==> src/rtl/mem_arbiter_pkg.sv <==
// ============================================================================
// Module      : mem_arbiter_pkg
// Description : Shared widths and FSM state encoding for the I/D memory
//               arbiter. Supplies the ICACHE_* width defaults when the
//               surrounding build has not already defined them.
// Revision    : 1.0 - initial release
// ============================================================================
`default_nettype none

`ifndef ICACHE_TAG_WIDTH
`define ICACHE_TAG_WIDTH 32
`endif
`ifndef ICACHE_LINE_WIDTH
`define ICACHE_LINE_WIDTH 128
`endif

package mem_arbiter_pkg;

  localparam int unsigned C_DEF_ADDR_W = `ICACHE_TAG_WIDTH;
  localparam int unsigned C_DEF_LINE_W = `ICACHE_LINE_WIDTH;

  // IDLE arbitrates, MEM_x waits for memory, DLV_x waits for the requester.
  typedef enum logic [2:0] {
    ST_IDLE  = 3'd0,
    ST_MEM_I = 3'd1,
    ST_MEM_D = 3'd2,
    ST_DLV_I = 3'd3,
    ST_DLV_D = 3'd4
  } arb_state_t;

endpackage

`default_nettype wire

==> src/rtl/mem_arbiter_flipflop.sv <==
// ============================================================================
// Module      : mem_arbiter_flipflop
// Description : Generic load-enabled register with asynchronous active-low
//               clear, used for the latched request and the captured line.
// Revision    : 1.0 - initial release
// ============================================================================
`default_nettype none

module mem_arbiter_flipflop #(
  parameter int WIDTH = 1
) (
  input  logic             clk,
  input  logic             reset,
  input  logic             i_en,
  input  logic [WIDTH-1:0] i_d,
  output logic [WIDTH-1:0] o_q
);

  // Hold value unless loaded; reset clears immediately.
  always_ff @(posedge clk or negedge reset) begin
    if (!reset) begin
      o_q <= '0;
    end else if (i_en) begin
      o_q <= i_d;
    end
  end

endmodule

`default_nettype wire

==> src/rtl/mem_arbiter.sv <==
// ============================================================================
// Module      : mem_arbiter
// Description : Arbitrates I-cache fills and D-cache fills/writebacks onto a
//               single line-wide memory port. One transaction at a time:
//               IDLE -> MEM_x (memory busy) -> DLV_x (hand-off) -> IDLE.
//               Build option ARB_ROUND_ROBIN_EN: contention alternates
//               between requesters; otherwise D always beats I.
// Revision    : 1.0 - initial release
// ============================================================================
`default_nettype none

`ifndef ICACHE_TAG_WIDTH
`define ICACHE_TAG_WIDTH 32
`endif
`ifndef ICACHE_LINE_WIDTH
`define ICACHE_LINE_WIDTH 128
`endif

module mem_arbiter
  import mem_arbiter_pkg::*;
#(
  parameter int ADDR_W = `ICACHE_TAG_WIDTH,
  parameter int LINE_W = `ICACHE_LINE_WIDTH
) (
  input  logic              clk,
  input  logic              reset,
  input  logic              reqI_mem,
  input  logic [ADDR_W-1:0] reqAddrI_mem,
  input  logic              reqD_mem,
  input  logic              reqD_we,
  input  logic [ADDR_W-1:0] reqAddrD_mem,
  input  logic [LINE_W-1:0] reqD_wdata,
  output logic              mem_req,
  output logic              mem_we,
  output logic [ADDR_W-1:0] mem_addr,
  output logic [LINE_W-1:0] mem_wdata,
  input  logic              mem_rdy,
  input  logic [LINE_W-1:0] mem_rdata,
  output logic              i_data_rdy,
  output logic              d_data_rdy,
  output logic [LINE_W-1:0] line_out,
  input  logic              i_filled_ack,
  input  logic              d_filled_ack,
  output logic              busy
);

  arb_state_t        r_state;
  arb_state_t        w_next;
  logic              w_grant_d;
  logic              w_grant_i;
  logic              w_load;
  logic              w_cap;
  logic              r_we;
  logic [ADDR_W-1:0] w_addr_d;
  logic [LINE_W-1:0] w_wdata_d;
  logic              w_we_d;

`ifdef ARB_ROUND_ROBIN_EN
  // 1 = D was served last; reset value means I was served last.
  logic r_last_d;

  // Under contention, serve whoever was not served last.
  always_comb begin
    w_grant_d = reqD_mem & (~reqI_mem | ~r_last_d);
    w_grant_i = reqI_mem & ~w_grant_d;
  end

  // Remember the winner of every grant.
  always_ff @(posedge clk or negedge reset) begin
    if (!reset) begin
      r_last_d <= 1'b0;
    end else if (w_load) begin
      r_last_d <= w_grant_d;
    end
  end
`else
  // Fixed priority: D wins whenever it is requesting.
  always_comb begin
    w_grant_d = reqD_mem;
    w_grant_i = reqI_mem & ~reqD_mem;
  end
`endif

  // Grants happen only from IDLE; the winner's request is snapshotted so
  // later changes on the request inputs cannot disturb the transaction.
  assign w_load    = (r_state == ST_IDLE) & (w_grant_d | w_grant_i);
  assign w_addr_d  = w_grant_d ? reqAddrD_mem : reqAddrI_mem;
  assign w_we_d    = w_grant_d & reqD_we;
  assign w_wdata_d = w_grant_d ? reqD_wdata : '0;

  // Fill data is captured only for reads; a writeback leaves line_out alone.
  assign w_cap = mem_rdy & ((r_state == ST_MEM_I) | ((r_state == ST_MEM_D) & ~r_we));

  mem_arbiter_flipflop #(.WIDTH(ADDR_W)) u_addr_ff (
    .clk(clk), .reset(reset), .i_en(w_load), .i_d(w_addr_d), .o_q(mem_addr)
  );

  mem_arbiter_flipflop #(.WIDTH(1)) u_we_ff (
    .clk(clk), .reset(reset), .i_en(w_load), .i_d(w_we_d), .o_q(r_we)
  );

  mem_arbiter_flipflop #(.WIDTH(LINE_W)) u_wdata_ff (
    .clk(clk), .reset(reset), .i_en(w_load), .i_d(w_wdata_d), .o_q(mem_wdata)
  );

  mem_arbiter_flipflop #(.WIDTH(LINE_W)) u_line_ff (
    .clk(clk), .reset(reset), .i_en(w_cap), .i_d(mem_rdata), .o_q(line_out)
  );

  // State register; reset aborts any in-flight transaction at once.
  always_ff @(posedge clk or negedge reset) begin
    if (!reset) begin
      r_state <= ST_IDLE;
    end else begin
      r_state <= w_next;
    end
  end

  // Next-state and state-decoded outputs; stray mem_rdy/acks fall through.
  always_comb begin
    w_next     = r_state;
    mem_req    = 1'b0;
    mem_we     = 1'b0;
    i_data_rdy = 1'b0;
    d_data_rdy = 1'b0;
    busy       = (r_state != ST_IDLE);
    case (r_state)
      ST_IDLE: begin
        if (w_grant_d) begin
          w_next = ST_MEM_D;
        end else if (w_grant_i) begin
          w_next = ST_MEM_I;
        end
      end
      ST_MEM_I: begin
        mem_req = 1'b1;
        if (mem_rdy) begin
          w_next = ST_DLV_I;
        end
      end
      ST_MEM_D: begin
        mem_req = 1'b1;
        mem_we  = r_we;
        if (mem_rdy) begin
          w_next = ST_DLV_D;
        end
      end
      ST_DLV_I: begin
        i_data_rdy = 1'b1;
        if (i_filled_ack) begin
          w_next = ST_IDLE;
        end
      end
      ST_DLV_D: begin
        d_data_rdy = 1'b1;
        if (d_filled_ack) begin
          w_next = ST_IDLE;
        end
      end
      default: begin
        w_next = ST_IDLE;
      end
    endcase
  end

endmodule

`default_nettype wire
==> config.mk <==
export PLATFORM = sky130hd
export DESIGN_NAME = mem_arbiter
export DESIGN_NICKNAME = d
export VERILOG_FILES = /design/src/rtl/mem_arbiter_pkg.sv /design/src/rtl/mem_arbiter_flipflop.sv /design/src/rtl/mem_arbiter.sv
export SDC_FILE = /design/constraint.sdc
export NUM_CORES = 1
export LEC_CHECK = 0
export ABC_CLOCK_PERIOD_IN_PS = 1610
export BUFFER_PORTS_ARGS = -buffer_cell sky130_fd_sc_hd__buf_2
export CAP_MARGIN = 20
export CORE_AREA = 3 3 241 243
export CTS_CLUSTER_DIAMETER = 200
export DETAILED_ROUTE_END_ITERATION = 16
export DIE_AREA = 0 0 244 246
export SLEW_MARGIN = 20
export SYNTH_ARGS = -nofsm -noshare
export SYNTH_HDL_FRONTEND = slang
export SYNTH_SLANG_ARGS = --single-unit
==> constraint.sdc <==
create_clock -name clk -period 1.61 [get_ports clk]
set_input_delay 0.161 -clock clk [delete_from_list [all_inputs] [get_ports clk]]
set_output_delay 0.161 -clock clk [all_outputs]
set_load 0.01 [all_outputs]
==> results of run 1 <==
-- power by group --
group	internal, W	switching [W]
Combinational	0.0141	0.0154
Sequential	0.0109	0.00279
Clock	0.00452	0.00338
Total	0.0295	0.0216
-- placed cells by master (no fill, tap or decap), drive strengths merged, types with 2 or more instances in the layout --
cell         synthesis  routed
a21oi                2       2
a221oi             128     128
a22o               129     129
and2                 1       2
buf                124     734
bufbuf               0       5
clkbuf              41      69
clkinv               0       6
dfrtp              292     292
diode                0      20
dlygate4sd3          0     323
inv                  2       6
mux2                64      64
nand2b             258     258
nor2               131     131
nor2b                2       2
nor3                 2       2
nor3b                3       3
o21ai                2       3
o22ai              256     256
-- final cells by class --
cell class | count | area share
repair buffers | 1078 | 0.335
flip-flops and latches | 292 | 0.290
inverters | 2 | 0.000595
clock buffers | 53 | 0.0415
clock inverters | 10 | 0.00258
well taps | 756 | 0.0375
multi-input cells | 985 | 0.291
diodes | 20 | 0.00198
-- kinds of logic (layout without fill, tap and decap cells) --
group                     count (synthesis)  count (layout)  synth area share
AOI/OAI and AO/OA                       519             520             0.268
and+or+nand+nor                         398             399             0.144
DFF                                     292             292             0.483
buffers and inverters                   167            1143            0.0558
muxes                                    65              65            0.0483
xor gates and xnor gates                  1               1          0.000579
other                                     0              20                 0
-- metal layers --
metal	part of all wire	global-route usage	wire, um	up-vias
met4	0.047	0.0931	3380	0
met1	0.37	0.245	26200	8261
met2	0.50	0.365	35900	882
met5	0	0	0	-
li1	-	-	-	7444
met3	0.085	0.0626	6080	194
-- what timing repair did --
| item | 4_1_cts | 5_1_grt |
|---|---|---|
| hold buffers | 323 | 0 |
| gates cloned | 5 | 28 |
| endpoints found under the hold margin | 584 | 0 |
| resized for setup | 14 | 70 |
| buffers inserted | 13 | 9 |
| pin swaps | 21 | 58 |
| endpoints found under the setup margin | 191 | 291 |
-- registers in the layout, indices dropped and copies added (netlist names) --
name,flops
u_line_ff.o_q,128
u_wdata_ff.o_q,128
u_addr_ff.o_q,32
r_state,3
u_we_ff.o_q,1
-- path summary, 6_finish.rpt --
path	start	cells after the start	slack, ns	endpoint
max in group asynchronous	reset	3	0.79	u_line_ff.o_q[5]
hold / removal	reqAddrD_mem[16]	3	0.04	u_addr_ff.o_q[16]
setup reg to reg	r_state[1]	5	-0.13	u_wdata_ff.o_q[14]
min in group asynchronous	reset	2	0.16	u_line_ff.o_q[46]
setup / recovery	r_state[0]	3	-0.16	mem_we
hold reg to reg	u_addr_ff.o_q[19]	1	0.50	u_addr_ff.o_q[19]
-- worst max-delay path, cell delays in order, from the launching register on --
cell	delay, ns
dfrtp_4	0.51
buf_12	0.15
nor4b_4	0.24
buf_4	0.18
-- stage by stage --
stage          instance area (um^2)  total power, W   util  TNS (ns)  hold slack, ns
2_1_floorplan                 15100          0.0282      -         0          -0.135
3_3_place_gp                  19500          0.0370  0.347     -4.39          0.0902
3_5_place_dp                  19500          0.0377  0.347     -5.64          0.0922
4_1_cts                       24200          0.0477  0.430    -15.94         0.00214
5_1_grt                       25200          0.0540  0.449    -39.47          0.0180
6_report                      25200          0.0511  0.449    -19.04          0.0430
==> metrics.cfg, run 1 <==
[logic_synthesis]
syn_nets=1770
yosys.area.top_type_share=0.483
syn_avg_cell_area_um2=10.5
syn_inst=1442
yosys.cell_types.count=28
async_flop_share=1.00
ys.flop_type=dfrtp_1
netlist_top_cells_count=292 x dfrtp_1, 258 x nand2b_1, 256 x o22ai_1
synth_seq_area_share=0.483
synth_area_um2=15100
synth-edff-count=0
synth_area_leaders=dfrtp_1 48%, nand2b_1 11%, o22ai_1 11%, a22o_1 7.5%, a221oi_1 5.9%
yosysMostFrequentCell=dfrtp_1
synth_top_cell_by_area=dfrtp_1
ys_ff_latch=292
ys_warn_count=0

[placement]
hpwl_um=43100
gp_congestion=0.866
dp_slack_ns=-0.112
io_buffers=620
dp.cells=2735

[drt]
num_vias=16800
finalWirelength_um=71600
antenna_violating_nets_post_route=0
routed_via_density=5.25
drtPass1Iterations=6
wl_per_cell_um=22.4
drc=0
first_iter_violations=1117

[sta]
fin_crit_ns=1.77
setup_ws_ns=-0.158
setup_viol=286
worst_pin_slew_ns=0.639
clock_skew_ns=0.0113
min_period_over_period=1.10
rsz0062_at_grt=true
fmax_ghz=0.565
relSlewSlack=0.574
finalHoldViolations=0
drv_slew=0

[layout]
nets=2724
multi_input_area_um2=7340
final-seq-area_um2=7320
final_cells=3196
drive_above_1_share=0.395
syn2layout_area_growth_pct=66.8
fillerInstances=5080

[global_routing]
grt_max_degree=83
grt_pass1_wl_um=101000
grt_overflow=0
first_global_vias=16900
grt_usage=0.212
antenna_found_initial=18

[die]
die-area_um2=60000
rows=87
die_w_um=244
initial_utilization=0.269
fp.coreArea_um2=56200
die_h_um=246
top_level_ports=621

[status]
status=finished with violations
violations=setup timing

[critical_path]
path_class=flip-flop to primary output
crit_fanout=7
crit_path_start_kind=flip-flop
crit_required_ns=1.45
crit_arrival_ns=1.61
endpoint_kind=primary output

[power_and_ir_drop]
powerDensity_nw_per_um2=2020
p_leak_nw=11.5
vdd.ir_drop.worst_v=0.00112

[clocking]
clock-sinks=292
insertion_delay_ns=0.53
cts_buffer_depth=3
clkTransAtPathRegs_ns=0.06
cts_root_buf=clkbuf_16
numCtsBuffers=37
htreeDepth=2
cts_tree=done

[hold_path]
hp-class=input port to flip-flop

[flow_run]
drv_cap=0

Power figures use the tool's default switching activity.
==> run 2, diff against run 1 <==
--- a/config.mk
+++ b/config.mk
@@ -5,13 +5,14 @@
 export SDC_FILE = /design/constraint.sdc
 export NUM_CORES = 1
 export LEC_CHECK = 0
+export ABC_AREA = 1
 export ABC_CLOCK_PERIOD_IN_PS = 1610
 export BUFFER_PORTS_ARGS = -buffer_cell sky130_fd_sc_hd__buf_2
 export CAP_MARGIN = 20
-export CORE_AREA = 3 3 241 243
+export CORE_AREA = 3 3 240 242
 export CTS_CLUSTER_DIAMETER = 200
 export DETAILED_ROUTE_END_ITERATION = 16
-export DIE_AREA = 0 0 244 246
+export DIE_AREA = 0 0 243 245
 export SLEW_MARGIN = 20
 export SYNTH_ARGS = -nofsm -noshare
 export SYNTH_HDL_FRONTEND = slang
==> run 2 against run 1 <==
Effect of this change: fmax grew 8.4%; first-iteration DRC count shrank 43%; clock skew shrank 0.00076 ns; clock power is essentially flat; critical endpoint is now mem_req; the flow still finishes with violations (setup timing); via count shrank 21%.
==> metrics.cfg, run 2 <==
[status]
status=finished with violations
violations=setup timing

[power_and_ir_drop]
power_w=0.0360
switching_share=0.390
p_leak_nw=11.2
p_seq_frac=0.346
vdd.ir_drop.worst_v=0.00124
p_comb_frac=0.435
powerDensity_nw_per_um2=1720
pwr-share-clk=0.219
p_int_w=0.0220
p_switching_w=0.0140

[global_routing]
grt_usage=0.164
antenna_found_initial=3
grt_max_degree=92
first_global_vias=14200
grt_overflow=0
grt_pass1_wl_um=78100

[critical_path]
crit_fanout=4
crit_required_ns=1.45
r2r_slack_ns=-0.02
endpoint_kind=primary output
path_class=flip-flop to primary output
r2r-start=r_state[0]
crit_arrival_ns=1.47
crit_path_start_kind=flip-flop
rr_worst_depth=9
timing.rr.end=u_line_ff.o_q[60]

[layout]
fin_area_um2=21000
final_cell_mix=614 x buf_2, 326 x nand2_1, 292 x dlygate4sd3_1
final-seq-area_um2=7310
layout_top_registers=u_line_ff.o_q (128), u_wdata_ff.o_q (128), u_addr_ff.o_q (32)
nets=2610
fillerInstances=5404
syn2layout_area_growth_pct=66.9
drive_above_1_share=0.362
final_common_cell=buf_2
multi_input_area_um2=4040

[logic_synthesis]
yosysMostFrequentCell=nand2_1
synth_area_um2=12600
netlist_top_cells_count=333 x nand2_1, 292 x dfrtp_1, 170 x inv_1
yosys.cell_types.count=20
yosys.area.top_type_share=0.582
synth_seq_area_share=0.582
syn_nets=1690
async_flop_share=1.00
ys_ff_latch=292
ys_warn_count=0
synth_top_cell_by_area=dfrtp_1
ys.flop_type=dfrtp_1
synth_area_leaders=dfrtp_1 58%, nand2_1 10%, o21ai_0 6.7%, nand3_1 5.3%, inv_1 5.1%
synth-edff-count=0
syn_avg_cell_area_um2=9.22
syn_inst=1362

[drt]
num_vias=13300
drc=0
first_iter_violations=633
antenna_violating_nets_post_route=0
finalWirelength_um=50800
top_layer=met4
wl_per_cell_um=16.6
route.met3.wl_um=4840
met2_wirelength_um=25200
drtPass1Iterations=5
routed_via_density=4.36
drt-met1-wl_um=18400

[die]
initial_utilization=0.227
rows=86
die-area_um2=59500
die_h_um=245
top_level_ports=621
fp.coreArea_um2=55300
die_w_um=243

[sta]
finalHoldViolations=0
worst_pin_slew_ns=0.445
relSlewSlack=0.703
fmax_ghz=0.613
rsz0062_at_grt=true
fin_crit_ns=1.63
setup_viol=5
fin_tns_setup_ns=-0.0592
drv_slew=0
setup_ws_ns=-0.0212
min_period_over_period=1.01
clock_skew_ns=0.0105

[hold_path]
min_from=reqI_mem
hold_depth=4
worstHoldEndpoint=u_wdata_ff.o_q[114]
hp-class=input port to flip-flop

[clocking]
htreeDepth=2
numCtsBuffers=34
cts_buffer_depth=3
cts_tree=done
cts_root_buf=clkbuf_16
clkTransAtPathRegs_ns=0.06
insertion_delay_ns=0.53
clock-sinks=292

[placement]
hpwl_um=34400
io_buffers=620
placed_cell_area_um2=16600
gp_congestion=0.912

[flow_run]
drv_cap=0

## run 2: cell types whose count changed after synthesis, moves of 102 or more
cell      change
nand2b_1    -258
o22ai_1     -256
nand2_1     +333
nand3_1     +132
a221oi_1    -102
nor2_1      -125
a22o_1      -129
inv_1       +169
o21ai_0     +166
## run 2: through the flow
stage / std cells / hold slack [ns] / setup WS [ns] / util
6_report: 3056 / 0.0536 / -0.0212 / 0.379
5_1_grt: 3055 / 0.0426 / -0.119 / 0.379
4_1_cts: 3047 / 0.00162 / -0.0911 / 0.376
3_5_place_dp: 2692 / 0.111 / 0.0587 / 0.301
3_3_place_gp: 2692 / 0.117 / 0.0955 / 0.301
2_1_floorplan: 1362 / -0.135 / 0.239 / -
## run 2: timing repair
item,in CTS,in global routing
setup buffers,6,2
hold endpoints to repair,580,0
resized for setup,23,18
cloned,0,3
hold buffers,292,0
pin swaps,4,2
endpoints found under the setup margin,4,165
## run 2: kinds of logic after synthesis
kind of cell    share of synthesized area
simple gates                        0.159
compound gates                      0.155
flops                               0.582
buf+inv                             0.105
## run 2: routing by layer
layer / vias to the layer above / GRT usage
met1: 6294 / 0.176
met3: 147 / 0.0574
li1: 6185 / -
met2: 698 / 0.292
met5: - / 0
met4: 0 / 0.0722
## run 2: worst max path at each step
| stage | cells after the start | start | slack [ns] | to |
|---|---|---|---|---|
| after floorplan | 8 | r_state[1] | 0.24 | u_line_ff.o_q[100] |
| after global placement | 8 | r_state[1] | 0.1 | u_line_ff.o_q[2] |
| after detailed placement | 8 | r_state[0] | 0.06 | u_line_ff.o_q[105] |
| after CTS | 4 | r_state[1] | -0.09 | busy |
| after global routing | 5 | r_state[0] | -0.12 | mem_req |
| final | 5 | r_state[0] | -0.02 | mem_req |
## run 2: final cells by class
cell class,instances,area share
antenna,4,0.000478
timing repair buffer,982,0.329
multi-input combinational,802,0.193
clock inverter,9,0.00466
clock buffer,49,0.0492
tap,748,0.0447
inverter,170,0.0307
sequential,292,0.349
## run 2: worst max-delay path, stage by stage (launching register included)
cell,delay [ns]
dfrtp_2,0.45
buf_6,0.13
nand2_2,0.07
nand2_2,0.06
buf_6,0.12
buf_6,0.12
## run 2: power by group through the flow
stage          logic [W]  clock network, W  registers, W
2_1_floorplan    0.00661                 0        0.0138
3_3_place_gp      0.0142                 0        0.0124
3_5_place_dp      0.0145                 0        0.0124
4_1_cts           0.0153           0.00818        0.0124
5_1_grt           0.0173           0.00845        0.0128
6_report          0.0157           0.00787        0.0125
==> run 3, diff against run 2 <==
--- a/config.mk
+++ b/config.mk
@@ -9,11 +9,12 @@
 export ABC_CLOCK_PERIOD_IN_PS = 1610
 export BUFFER_PORTS_ARGS = -buffer_cell sky130_fd_sc_hd__buf_2
 export CAP_MARGIN = 20
-export CORE_AREA = 3 3 240 242
+export CORE_AREA = 3 3 241 243
 export CTS_CLUSTER_DIAMETER = 200
 export DETAILED_ROUTE_END_ITERATION = 16
-export DIE_AREA = 0 0 243 245
+export DIE_AREA = 0 0 244 246
 export SLEW_MARGIN = 20
 export SYNTH_ARGS = -nofsm -noshare
 export SYNTH_HDL_FRONTEND = slang
+export SYNTH_HIERARCHICAL = 1
 export SYNTH_SLANG_ARGS = --single-unit
==> run 3 against run 2 <==
Effect of this change: the run still ends with setup timing left; clock-buffer cell count down 8; worst setup slack got worse by 0.069 ns; via count increased by 6.5%; final cell count increased by 12%; non-clock buffer count rose by 75; fmax fell by 4.0%; synthesized cell count up 21%; die area is 0.82% higher; sequential share of layout area decreased by 2.4 points; total power increased by 8.1%; first-iteration DRC count is 9.2% higher; area after synthesis up 3.2%; critical endpoint is now u_line_ff/o_q[63]; largest cell class is now non-clock buffers.
==> metrics.cfg, run 3 <==
[placement]
io_buffers=620
hpwl_um=33600
gp_congestion=0.828
placed_cell_area_um2=16900
dp_slack_ns=-0.111

[logic_synthesis]
synthMuxAreaShare=0
ys.flop_type=dfrtp_1
synth_area_um2=13000
syn_nets=1971
synth-simple-area-share=0.329
synth-edff-count=0
synth_area_leaders=dfrtp_1 56%, nand2_1 32%, buf_6 5.0%, inv_1 4.1%, buf_4 0.64%
ys_ff_latch=292
syn_inst=1643
netlist_top_cells_count=1,094 x nand2_1, 292 x dfrtp_1, 140 x inv_1
async_flop_share=1.00
yosys.area.top_type_share=0.564
synthXorXnorAreaFrac=0
synth_top_cell_by_area=dfrtp_1
synth-adder-area-share=0
yosysMostFrequentCell=nand2_1
yosys.cell_types.count=20
synth_seq_area_share=0.564
synth_compound_area_frac=0.000386
synth_top_family_by_area=simple AND/OR/NAND/NOR gates
syn_avg_cell_area_um2=7.89
ys_warn_count=6

[drt]
first_iter_violations=691
drc=0
num_vias=14200
finalWirelength_um=55600
routed_via_density=4.14
drtPass1Iterations=6
wl_per_cell_um=16.2
antenna_violating_nets_post_route=0

[layout]
nets=2977
fin_util=0.400
fillerInstances=5422
drive_above_1_share=0.311
layout_top_registers=u_line_ff/o_q (128), u_wdata_ff/o_q (128), u_addr_ff/o_q (32)
syn2layout_area_growth_pct=73.4
final_common_cell=nand2_1
fin_area_um2=22500
final_cell_mix=1,080 x nand2_1, 614 x buf_2, 321 x dlygate4sd3_1

[clocking]
htreeDepth=1
clock-sinks=292
cts_buffer_depth=3
numCtsBuffers=31
clkTransAtPathRegs_ns=0.07
cts_root_buf=clkbuf_16
insertion_delay_ns=0.58
cts_tree=done

[sta]
rsz0062_at_grt=true
fin_crit_ns=1.70
relSlewSlack=0.655
setup_ws_ns=-0.0897
worst_pin_slew_ns=0.517
fmax_ghz=0.588
clock_skew_ns=0.0187
setup_viol=93
drv_slew=0
finalHoldViolations=0
min_period_over_period=1.06
fin_hold_ws_ns=0.0144

[global_routing]
grt_pass1_wl_um=76300
grt_use_met1=0.186
grt_usage=0.158
grt_max_degree=98
use_met3=0.0327
first_global_vias=13800
grt_overflow=0
antenna_found_initial=0
gr-max-usage-layer=met2
use_met2=0.276

[die]
rows=87
top_level_ports=621
die_h_um=246
fp.coreArea_um2=56200
initial_utilization=0.231
die-area_um2=60000
die_w_um=244

[critical_path]
path_class=flip-flop to flip-flop
cp.buffers_inverters=5
endpoint_kind=flip-flop
crit_arrival_ns=2.21
cp_cell_sequence=buf_6 > nand3_2 > buf_4 > a21oi_4 > buf_12 > buf_12 > clkbuf_16 > nand2_1 > nand2_1
crit_required_ns=2.12
critPathTopFamily=buffers and inverters
crit_path_start_kind=flip-flop
crit_fanout=27
cp_slowest_stage_delay_ns=0.43
worst_path_max_delay_cell=dfrtp_2

[power_and_ir_drop]
p_seq_frac=0.314
pwr-share-clk=0.192
p_switching_w=0.0152
vdd.ir_drop.worst_v=0.000812
switching_share=0.392
p_comb_frac=0.494
p_int_w=0.0237
powerDensity_nw_per_um2=1730
p_leak_nw=13.4

[status]
violations=setup timing
status=finished with violations

[hold_path]
hp-class=input port to flip-flop

[flow_run]
drv_cap=0

run 3: cell count changes in the layout (fill, tap and decap cells not counted), moves of 32 or more:
cell	change
o21ai_0	-166
nand3_1	-127
o21a_1	-32
nand2_1	+754
o21ai_2	-70
o21ai_1	-53
run 3: area by class of cell:
type | instances | area, um^2 | area share
antenna | 1 | 2.50 | 0.000111
multi-input combinational | 1123 | 4370 | 0.195
clock buffer | 41 | 883 | 0.0393
inverter | 144 | 577 | 0.0256
clock inverter | 12 | 170 | 0.00757
timing repair buffer | 1057 | 8230 | 0.366
sequential | 292 | 7310 | 0.325
tap | 756 | 946 | 0.0421
run 3: power by group through the flow:
stage	clock (W)	combinational [W]	sequential [W]
2_1_floorplan	0	0.00697	0.0136
3_3_place_gp	0	0.0140	0.0122
3_5_place_dp	0	0.0141	0.0122
6_report	0.00746	0.0192	0.0122
5_1_grt	0.00795	0.0209	0.0126
4_1_cts	0.00767	0.0156	0.0121
run 3: per-stage QoR:
step	setup TNS, ns	power, W	instances
2_1_floorplan	0	0.0205	1643
3_3_place_gp	-0.682	0.0261	2997
5_1_grt	-21.79	0.0414	3425
3_5_place_dp	-6.34	0.0263	2997
4_1_cts	-6.34	0.0354	3380
6_report	-2.27	0.0389	3426
run 3: metal layers:
layer | routed length (um) | share of wire
met5 | 0 | 0
met4 | 2890 | 0.052
met3 | 3900 | 0.070
met2 | 27500 | 0.49
met1 | 21300 | 0.38
run 3: logic make-up after synthesis:
group,Yosys count
AND/OR/NAND/NOR,1122
AO/OA/AOI/OAI,1
flip-flops,292
buffers and inverters,228
run 3: worst paths after layout:
check / start / endpoint / slack [ns] / cells past startpoint
worst max-delay path: r_state[0] / u_line_ff/o_q[63] / -0.09 / 9
worst min-delay path: reqD_wdata[116] / u_wdata_ff/o_q[116] / 0.01 / 5
worst max register to register: r_state[0] / u_line_ff/o_q[63] / -0.09 / 9
worst min register to register: u_line_ff/o_q[96] / u_line_ff/o_q[96] / 0.47 / 2
max in group asynchronous: reset / u_wdata_ff/o_q[105] / 0.82 / 3
min in group asynchronous: reset / u_line_ff/o_q[39] / 0.10 / 2
run 3: worst min-delay path, stage by stage:
cell and delay, ns:
buf_2 0.08, nand2_1 0.06, inv_1 0.09, nand2_2 0.08, nand2_1 0.07
run 3: repair_timing:
action                     CTS  global route
resized for setup           31            66
hold endpoints to repair   580             0
buffers inserted             6             9
hold buffers               321             0
gates cloned                 3            37
pin swaps                    5            10
setup endpoints to repair  179           288
